## src/rtl/p_ddr.sv

```systemverilog
// Shared DDR write-path definitions: widths, queue entry layout, issue FSM states.
// Imported by the frame packer and its word FIFO.
package p_ddr;

    localparam int CTRL_ADDR_WIDTH = 28;
    localparam int MEM_DQ_WIDTH    = 32;
    localparam int WORD_WIDTH      = MEM_DQ_WIDTH * 8;
    localparam int PIX_WIDTH       = 16;
    localparam int PIX_PER_WORD    = WORD_WIDTH / PIX_WIDTH;
    localparam int ENTRY_WIDTH     = CTRL_ADDR_WIDTH + 1 + WORD_WIDTH;

    typedef enum logic [2:0] {
        ST_IDLE = 3'b001,
        ST_WAIT = 3'b010,
        ST_GAP  = 3'b100
    } wr_state_t;

    typedef struct packed {
        logic [CTRL_ADDR_WIDTH-1:0] addr;
        logic                       last;
        logic [WORD_WIDTH-1:0]      data;
    } wr_entry_t;

endpackage

```

## src/rtl/ddr_wr_fifo.sv

```systemverilog
// Show-ahead synchronous FIFO for packed DDR words with their addresses.
// A push into a full FIFO is accepted only when a pop frees a slot in the same cycle.
module ddr_wr_fifo
    import p_ddr::*;
#(
    parameter int WIDTH = ENTRY_WIDTH,
    parameter int DEPTH = 4,
    localparam int AW = $clog2(DEPTH),
    localparam int LW = AW + 1
) (
    input  logic             clk,
    input  logic             rst,
    input  logic             push,
    input  logic             pop,
    input  logic [WIDTH-1:0] din,
    output logic [WIDTH-1:0] dout,
    output logic             full,
    output logic             empty,
    output logic [LW-1:0]    level
);

    logic [WIDTH-1:0] mem [DEPTH];
    logic [AW-1:0]    wr_ptr;
    logic [AW-1:0]    rd_ptr;
    logic             do_push;
    logic             do_pop;

    assign full    = (level == LW'(DEPTH));
    assign empty   = (level == '0);
    assign do_pop  = pop && !empty;
    assign do_push = push && (!full || do_pop);
    assign dout    = mem[rd_ptr];

    // Storage array, written on every accepted push
    always_ff @(posedge clk) begin
        if (do_push) begin
            mem[wr_ptr] <= din;
        end
    end

    // Pointers and occupancy
    always_ff @(posedge clk) begin
        if (rst) begin
            wr_ptr <= '0;
            rd_ptr <= '0;
            level  <= '0;
        end else begin
            if (do_push) begin
                wr_ptr <= wr_ptr + AW'(1);
            end
            if (do_pop) begin
                rd_ptr <= rd_ptr + AW'(1);
            end
            level <= level + LW'(do_push) - LW'(do_pop);
        end
    end

endmodule

```

## src/rtl/ddr_frame_wr_packer.sv

```systemverilog
// Packs RGB565 pixels into 256-bit DDR words, queues them with frame addresses
// and hands them one at a time to the DDR write controller.
module ddr_frame_wr_packer
    import p_ddr::*;
#(
    parameter logic [CTRL_ADDR_WIDTH-1:0] BASE_ADDR = 28'h0000000,
    parameter int ADDR_STEP   = 8,
    parameter int FRAME_WORDS = 38400,
    parameter int FIFO_DEPTH  = 4,
    parameter int TIMEOUT     = 1023
) (
    input  logic                       clk_100M,
    input  logic                       rst,
    input  logic                       init_done,
    input  logic                       frame_start,
    input  logic                       pix_valid,
    input  logic [PIX_WIDTH-1:0]       pix_data,
    output logic                       wr_req,
    output logic [CTRL_ADDR_WIDTH-1:0] wr_addr,
    output logic [3:0]                 wr_awlen,
    output logic [WORD_WIDTH-1:0]      wr_data,
    input  logic                       wr_done,
    output logic                       frame_done,
    output logic                       ovf_flag,
    output logic                       tmo_flag,
    output logic [2:0]                 fifo_level
);

    localparam int TW = $clog2(TIMEOUT + 1);
    localparam int IW = $clog2(FRAME_WORDS + 1);
    localparam int LW = $clog2(FIFO_DEPTH) + 1;
    localparam int PW = $clog2(PIX_PER_WORD);

    logic [PW-1:0]              pix_cnt;
    logic [PW-1:0]              slot;
    logic [WORD_WIDTH-1:0]      pack_word;
    logic [WORD_WIDTH-1:0]      word_next;
    logic [CTRL_ADDR_WIDTH-1:0] pack_addr;
    logic [IW-1:0]              word_idx;
    logic                       word_full;
    logic                       word_last;
    wr_entry_t                  push_entry;

    logic [ENTRY_WIDTH-1:0]     head_bits;
    wr_entry_t                  head;
    logic                       fifo_full;
    logic                       fifo_empty;
    logic [LW-1:0]              level;

    wr_state_t                  state;
    wr_state_t                  state_next;
    logic                       load;
    logic                       release_head;
    logic                       tmo_hit;
    logic [TW-1:0]              timer;

    assign wr_awlen = 4'd0;

    // A frame_start pixel lands in slot 0 of the fresh frame
    assign slot       = frame_start ? '0 : pix_cnt;
    assign word_full  = pix_valid && (slot == PW'(PIX_PER_WORD - 1));
    assign word_last  = (word_idx == IW'(FRAME_WORDS - 1));
    assign push_entry = '{addr: pack_addr, last: word_last, data: word_next};

    // Word image including the pixel arriving this cycle
    always_comb begin
        word_next = pack_word;
        word_next[slot*PIX_WIDTH +: PIX_WIDTH] = pix_data;
    end

    // Packer slot counter, word buffer and frame address walk
    always_ff @(posedge clk_100M) begin
        if (rst) begin
            pix_cnt   <= '0;
            pack_word <= '0;
            pack_addr <= BASE_ADDR;
            word_idx  <= '0;
        end else begin
            if (frame_start) begin
                pix_cnt   <= '0;
                pack_addr <= BASE_ADDR;
                word_idx  <= '0;
            end
            if (pix_valid) begin
                pack_word <= word_next;
                pix_cnt   <= slot + PW'(1);
            end
            if (word_full) begin
                if (word_last) begin
                    pack_addr <= BASE_ADDR;
                    word_idx  <= '0;
                end else begin
                    pack_addr <= pack_addr + CTRL_ADDR_WIDTH'(ADDR_STEP);
                    word_idx  <= word_idx + IW'(1);
                end
            end
        end
    end

    ddr_wr_fifo #(
        .WIDTH (ENTRY_WIDTH),
        .DEPTH (FIFO_DEPTH)
    ) u_fifo (
        .clk   (clk_100M),
        .rst   (rst),
        .push  (word_full),
        .pop   (release_head),
        .din   (push_entry),
        .dout  (head_bits),
        .full  (fifo_full),
        .empty (fifo_empty),
        .level (level)
    );

    assign head       = wr_entry_t'(head_bits);
    assign fifo_level = 3'(level);

    // Issue FSM state register
    always_ff @(posedge clk_100M) begin
        if (rst) begin
            state <= ST_IDLE;
        end else begin
            state <= state_next;
        end
    end

    // Issue FSM next-state logic
    always_comb begin
        state_next = state;
        case (state)
            ST_IDLE: begin
                if (!fifo_empty && init_done) begin
                    state_next = ST_WAIT;
                end
            end
            ST_WAIT: begin
                if (wr_done || timer == TW'(TIMEOUT)) begin
                    state_next = ST_GAP;
                end
            end
            ST_GAP:  state_next = ST_IDLE;
            default: state_next = ST_IDLE;
        endcase
    end

    // Issue FSM decoded actions
    always_comb begin
        load         = 1'b0;
        release_head = 1'b0;
        tmo_hit      = 1'b0;
        case (state)
            ST_IDLE: load = !fifo_empty && init_done;
            ST_WAIT: begin
                release_head = wr_done;
                tmo_hit      = !wr_done && (timer == TW'(TIMEOUT));
            end
            default: ;
        endcase
    end

    // Completion timer, restarted on every request
    always_ff @(posedge clk_100M) begin
        if (rst) begin
            timer <= '0;
        end else if (load) begin
            timer <= '0;
        end else if (state == ST_WAIT) begin
            timer <= timer + TW'(1);
        end
    end

    // Request registers, completion pulse and sticky error flags
    always_ff @(posedge clk_100M) begin
        if (rst) begin
            wr_req     <= 1'b0;
            wr_addr    <= '0;
            wr_data    <= '0;
            frame_done <= 1'b0;
            ovf_flag   <= 1'b0;
            tmo_flag   <= 1'b0;
        end else begin
            frame_done <= release_head && head.last;
            if (load) begin
                wr_req  <= 1'b1;
                wr_addr <= head.addr;
                wr_data <= head.data;
            end else if (release_head || tmo_hit) begin
                wr_req <= 1'b0;
            end
            if (tmo_hit) begin
                tmo_flag <= 1'b1;
            end
            if (word_full && fifo_full && !release_head) begin
                ovf_flag <= 1'b1;
            end
        end
    end

endmodule

```

## config.mk

```make
export PLATFORM = sky130hd
export DESIGN_NAME = ddr_frame_wr_packer
export DESIGN_NICKNAME = d
export VERILOG_FILES = /design/src/rtl/p_ddr.sv /design/src/rtl/ddr_wr_fifo.sv /design/src/rtl/ddr_frame_wr_packer.sv
export SDC_FILE = /design/constraint.sdc
export NUM_CORES = 2
export LEC_CHECK = 0
export BUFFER_PORTS_ARGS = -buffer_cell sky130_fd_sc_hd__buf_2
export CORE_ASPECT_RATIO = 1.25
export CORE_MARGIN = 2
export CORE_UTILIZATION = 60
export DETAILED_ROUTE_END_ITERATION = 10
export PLACE_DENSITY = 0.78
export SLEW_MARGIN = 20
export SYNTH_ARGS = -nofsm -noshare
export SYNTH_HDL_FRONTEND = slang
export SYNTH_HIERARCHICAL = 1
export SYNTH_SLANG_ARGS = --single-unit
export TNS_END_PERCENT = 1
```

## constraint.sdc

```tcl
create_clock -name clk_100M -period 23.3 [get_ports clk_100M]
set_input_delay 4.66 -clock clk_100M [delete_from_list [all_inputs] [get_ports clk_100M]]
set_output_delay 4.66 -clock clk_100M [all_outputs]
set_load 0.03 [all_outputs]
```

==> flow_summary_export.csv <==
group,metric,value,unit
outcome,status,"complete, no violations",
synth,synth_most_common_cell,"edfxtp_1",
layout,finalNonFillerCells,6567,
synth,synth_area_leaders,"edfxtp_1, dfxtp_1, nand2_1",
global_route,antenna_found_initial,7,
layout,fillerInstances,7460,
run,drv_cap,0,
placement,dp_hpwl,94.1,mm
synth,synth_top_cell_by_area,"edfxtp_1",
clock_network,cts_tree,"done",
routing,vias,40200,
routing,antenna_left,0,
synth,avgSynthCellArea,14.3,um^2
synth,synth_top_area_share,0.505,
placement,portBuffers,312,
floorplan,fp.coreArea,112000,um^2
sta,slew_viol_final,0,
global_route,grt_pass1_wl,238,mm
sta,setup_tns,0,ps
sta,setup_viol,0,
clock_network,cts.repair.resized,0,
placement,gp_congestion,0.812,
floorplan,die_area,116000,um^2
synth,synth-main-ff-cell,"edfxtp_1",
layout,drive_above_1_share,0.159,
routing,drtPass1Iterations,6,
clock_network,clk_latency,790,ps
synth,synth-edff-count,1140,
sta,worst_pin_slew,1130,ps
worst_setup_path,crit_arrival,10520,ps
routing,avgViaCountPerCell,6.13,
clock_network,clockBufferDepth,3,
worst_setup_path,rr_worst_depth,11,
sta,clock-skew-final,26.9,ps
hold_path,hold_depth,2,
sta,hold_ws,448,ps
sta,period_share,0.434,
routing,post-route-drc-count,0,
routing,first_iter_violations,4645,
synth,synth_common_cells,"edfxtp_1, nand2_1, dfxtp_1",
sta,finalHoldViolCount,0,
synth,ys_warn_count,6,
synth,synthCells,4750,
clock_network,post_cts_buffers,0,
synth,synth_cell_types,76,
worst_setup_path,path_class,"input pin to flop",
worst_setup_path,crit_chain,"buf_2, inv_2, nand2_1, inv_1, ha_1, and3_1, nand2_1, inv_1, a21boi_1, and2_4, buf_4, buf_4, buf_4",
pwr,power_leakage,0.0266,uW
global_route,grt_max_degree,155,
worst_setup_path,worstSetupEndpointType,"flop",
floorplan,die_w,305,um
floorplan,ioPinCount,317,
pwr,p_per_area,78.8,nW/um^2
global_route,grt_use_total,0.271,
synth,syn_area,67800,um^2
placement,place_inst,6258,
global_route,grt_pass1_vias,39200,
synth,ys_ff_latch,1751,
global_route,grt-ovfl-total,0,
sta,rsz0062_at_grt,"no",
worst_setup_path,cp-start-kind,"input pin",
floorplan,dieHeight,380,um
routing,wl_per_cell,24.1,um
worst_setup_path,crit_fanout,61,
floorplan,num_rows,137,
layout,seqCellArea,46500,um^2
synth,synthArstFlopShare,0,
sta,period_minus_slack,10120,ps
layout,multiInputGateArea,19700,um^2
clock_network,clkSlewWorstSetupHoldPaths,60,ps
worst_setup_path,slowest_stage,"buf_4",
sta,relSlewSlack,0.249,
pwr,ir_drop,70.1,uV
clock_network,ctsHoldBuffers,0,
clock_network,cts.htree.levels,4,
clock_network,numCtsBuffers,159,
worst_setup_path,crit_path_frequent_cell,"buf_4",
routing,wl,158,mm
synth,ys_seq_area_frac,0.686,
worst_setup_path,critPathRequiredTime,23700,ps
layout,syn_to_final_growth,11.1,%
worst_setup_path,slowest_delay,870,ps
clock_network,cts_root_buf,"clkbuf_16",
sta,max_freq,98.8,MHz
layout,nNetsFinal,4995,
hold_path,hold_class,"flop to flop",
floorplan,initial_core_util,0.606,
clock_network,cts.sinks,1751,
-- layout make-up --
| type | instances | area share |
|---|---|---|
| sequential | 1751 | 0.617 |
| multi-input combinational | 2660 | 0.261 |
| clock buffer | 226 | 0.0600 |
| timing repair buffer | 367 | 0.0267 |
| tap | 1459 | 0.0242 |
| clock inverter | 74 | 0.00947 |
| inverter | 21 | 0.00105 |
| antenna | 9 | 0.000299 |
-- cell families after synthesis --
| group | share of synthesized area |
|---|---|
| xor gates and xnor gates | 0.00295 |
| buffers and inverters | 0.0261 |
| and+or+nand+nor | 0.0904 |
| adders and majority gates | 0.00251 |
| DFF | 0.686 |
| other | 0.0000553 |
| AOI/OAI and AO/OA | 0.0494 |
| muxes | 0.143 |
-- flip-flops by register name (all words and copies together) (netlist names), 2 cells and up, named ones only --
| signal | cells |
|---|---|
| timer | 10 |
| word_idx | 16 |
| u_fifo/rd_ptr | 2 |
| wr_addr | 28 |
| pack_addr | 25 |
| state | 3 |
| pix_cnt | 4 |
| u_fifo/wr_ptr | 2 |
| pack_word | 256 |
| u_fifo/mem | 1140 |
| u_fifo/level | 3 |
| wr_data | 256 |
-- layout by cell type (no fill, tap or decap), types with 9 or more instances in the layout --
master | netlist | routed
dfxtp_1 | 611 | 609
clkbuf_1 | 213 | 45
nor2b_1 | 12 | 11
mux4_2 | 154 | 154
clkbuf_8 | 0 | 13
buf_2 | 61 | 311
clkinv_2 | 0 | 24
mux4_1 | 131 | 131
o21ai_1 | 23 | 23
a21oi_1 | 412 | 412
ha_1 | 12 | 12
or3_1 | 10 | 10
nand4_1 | 10 | 10
nand2_1 | 950 | 950
nand3_1 | 107 | 107
conb_1 | 1 | 16
diode_2 | 0 | 9
buf_4 | 14 | 53
inv_1 | 18 | 18
nor3_1 | 25 | 24
bufinv_16 | 0 | 9
xor2_1 | 13 | 13
o21ai_0 | 152 | 152
and2_1 | 33 | 29
edfxtp_1 | 1140 | 1140
a21o_1 | 12 | 12
and3_1 | 28 | 28
clkinvlp_4 | 0 | 9
clkinv_1 | 0 | 19
nor2_1 | 190 | 186
clkbuf_16 | 0 | 166
mux2i_1 | 147 | 147
mux2_1 | 112 | 112
-- where the power goes --
part | internal (uW) | switching [uW] | leakage (uW) | total (uW)
Clock | 1460 | 1130 | 0.00254 | 2590
Combinational | 11.2 | 60.5 | 0.00752 | 71.7
Sequential | 3270 | 1.55 | 0.0166 | 3270
-- worst max-delay path: cells and delay by family --
family | cells | cell delay, ps
and+or+nand+nor | 4 | 1380
adders and majority gates | 1 | 290
buffers and inverters | 7 | 3500
AOI/OAI and AO/OA | 1 | 510
-- per-layer routing --
layer | track usage | vias to the layer above | share of wire
li1 | - | 17900 | -
met5 | 0 | - | 0.00013
met2 | 0.445 | 1815 | 0.49
met3 | 0.0467 | 309 | 0.080
met1 | 0.361 | 20200 | 0.39
met4 | 0.113 | 4 | 0.040
-- path summary, 6_finish.rpt --
path	end	from	slack, ps
max	u_fifo/mem[2][254]	frame_start	13180
min	wr_data[167]	wr_data[167]	450
max reg2reg	u_fifo/mem[2][254]	pix_cnt[0]	16800
min reg2reg	wr_data[167]	wr_data[167]	450
-- per-stage QoR --
step	total power [uW]	util	instance area, um^2	setup slack (ps)
after CTS	5960	0.674	75300	13260
after detailed placement	3410	0.627	70000	12440
final	5940	0.674	75300	13180
after floorplan	3390	-	67800	9780
after global routing	6080	0.674	75300	12810
after global placement	3410	0.627	70000	12550
Power figures use the tool's default switching activity.
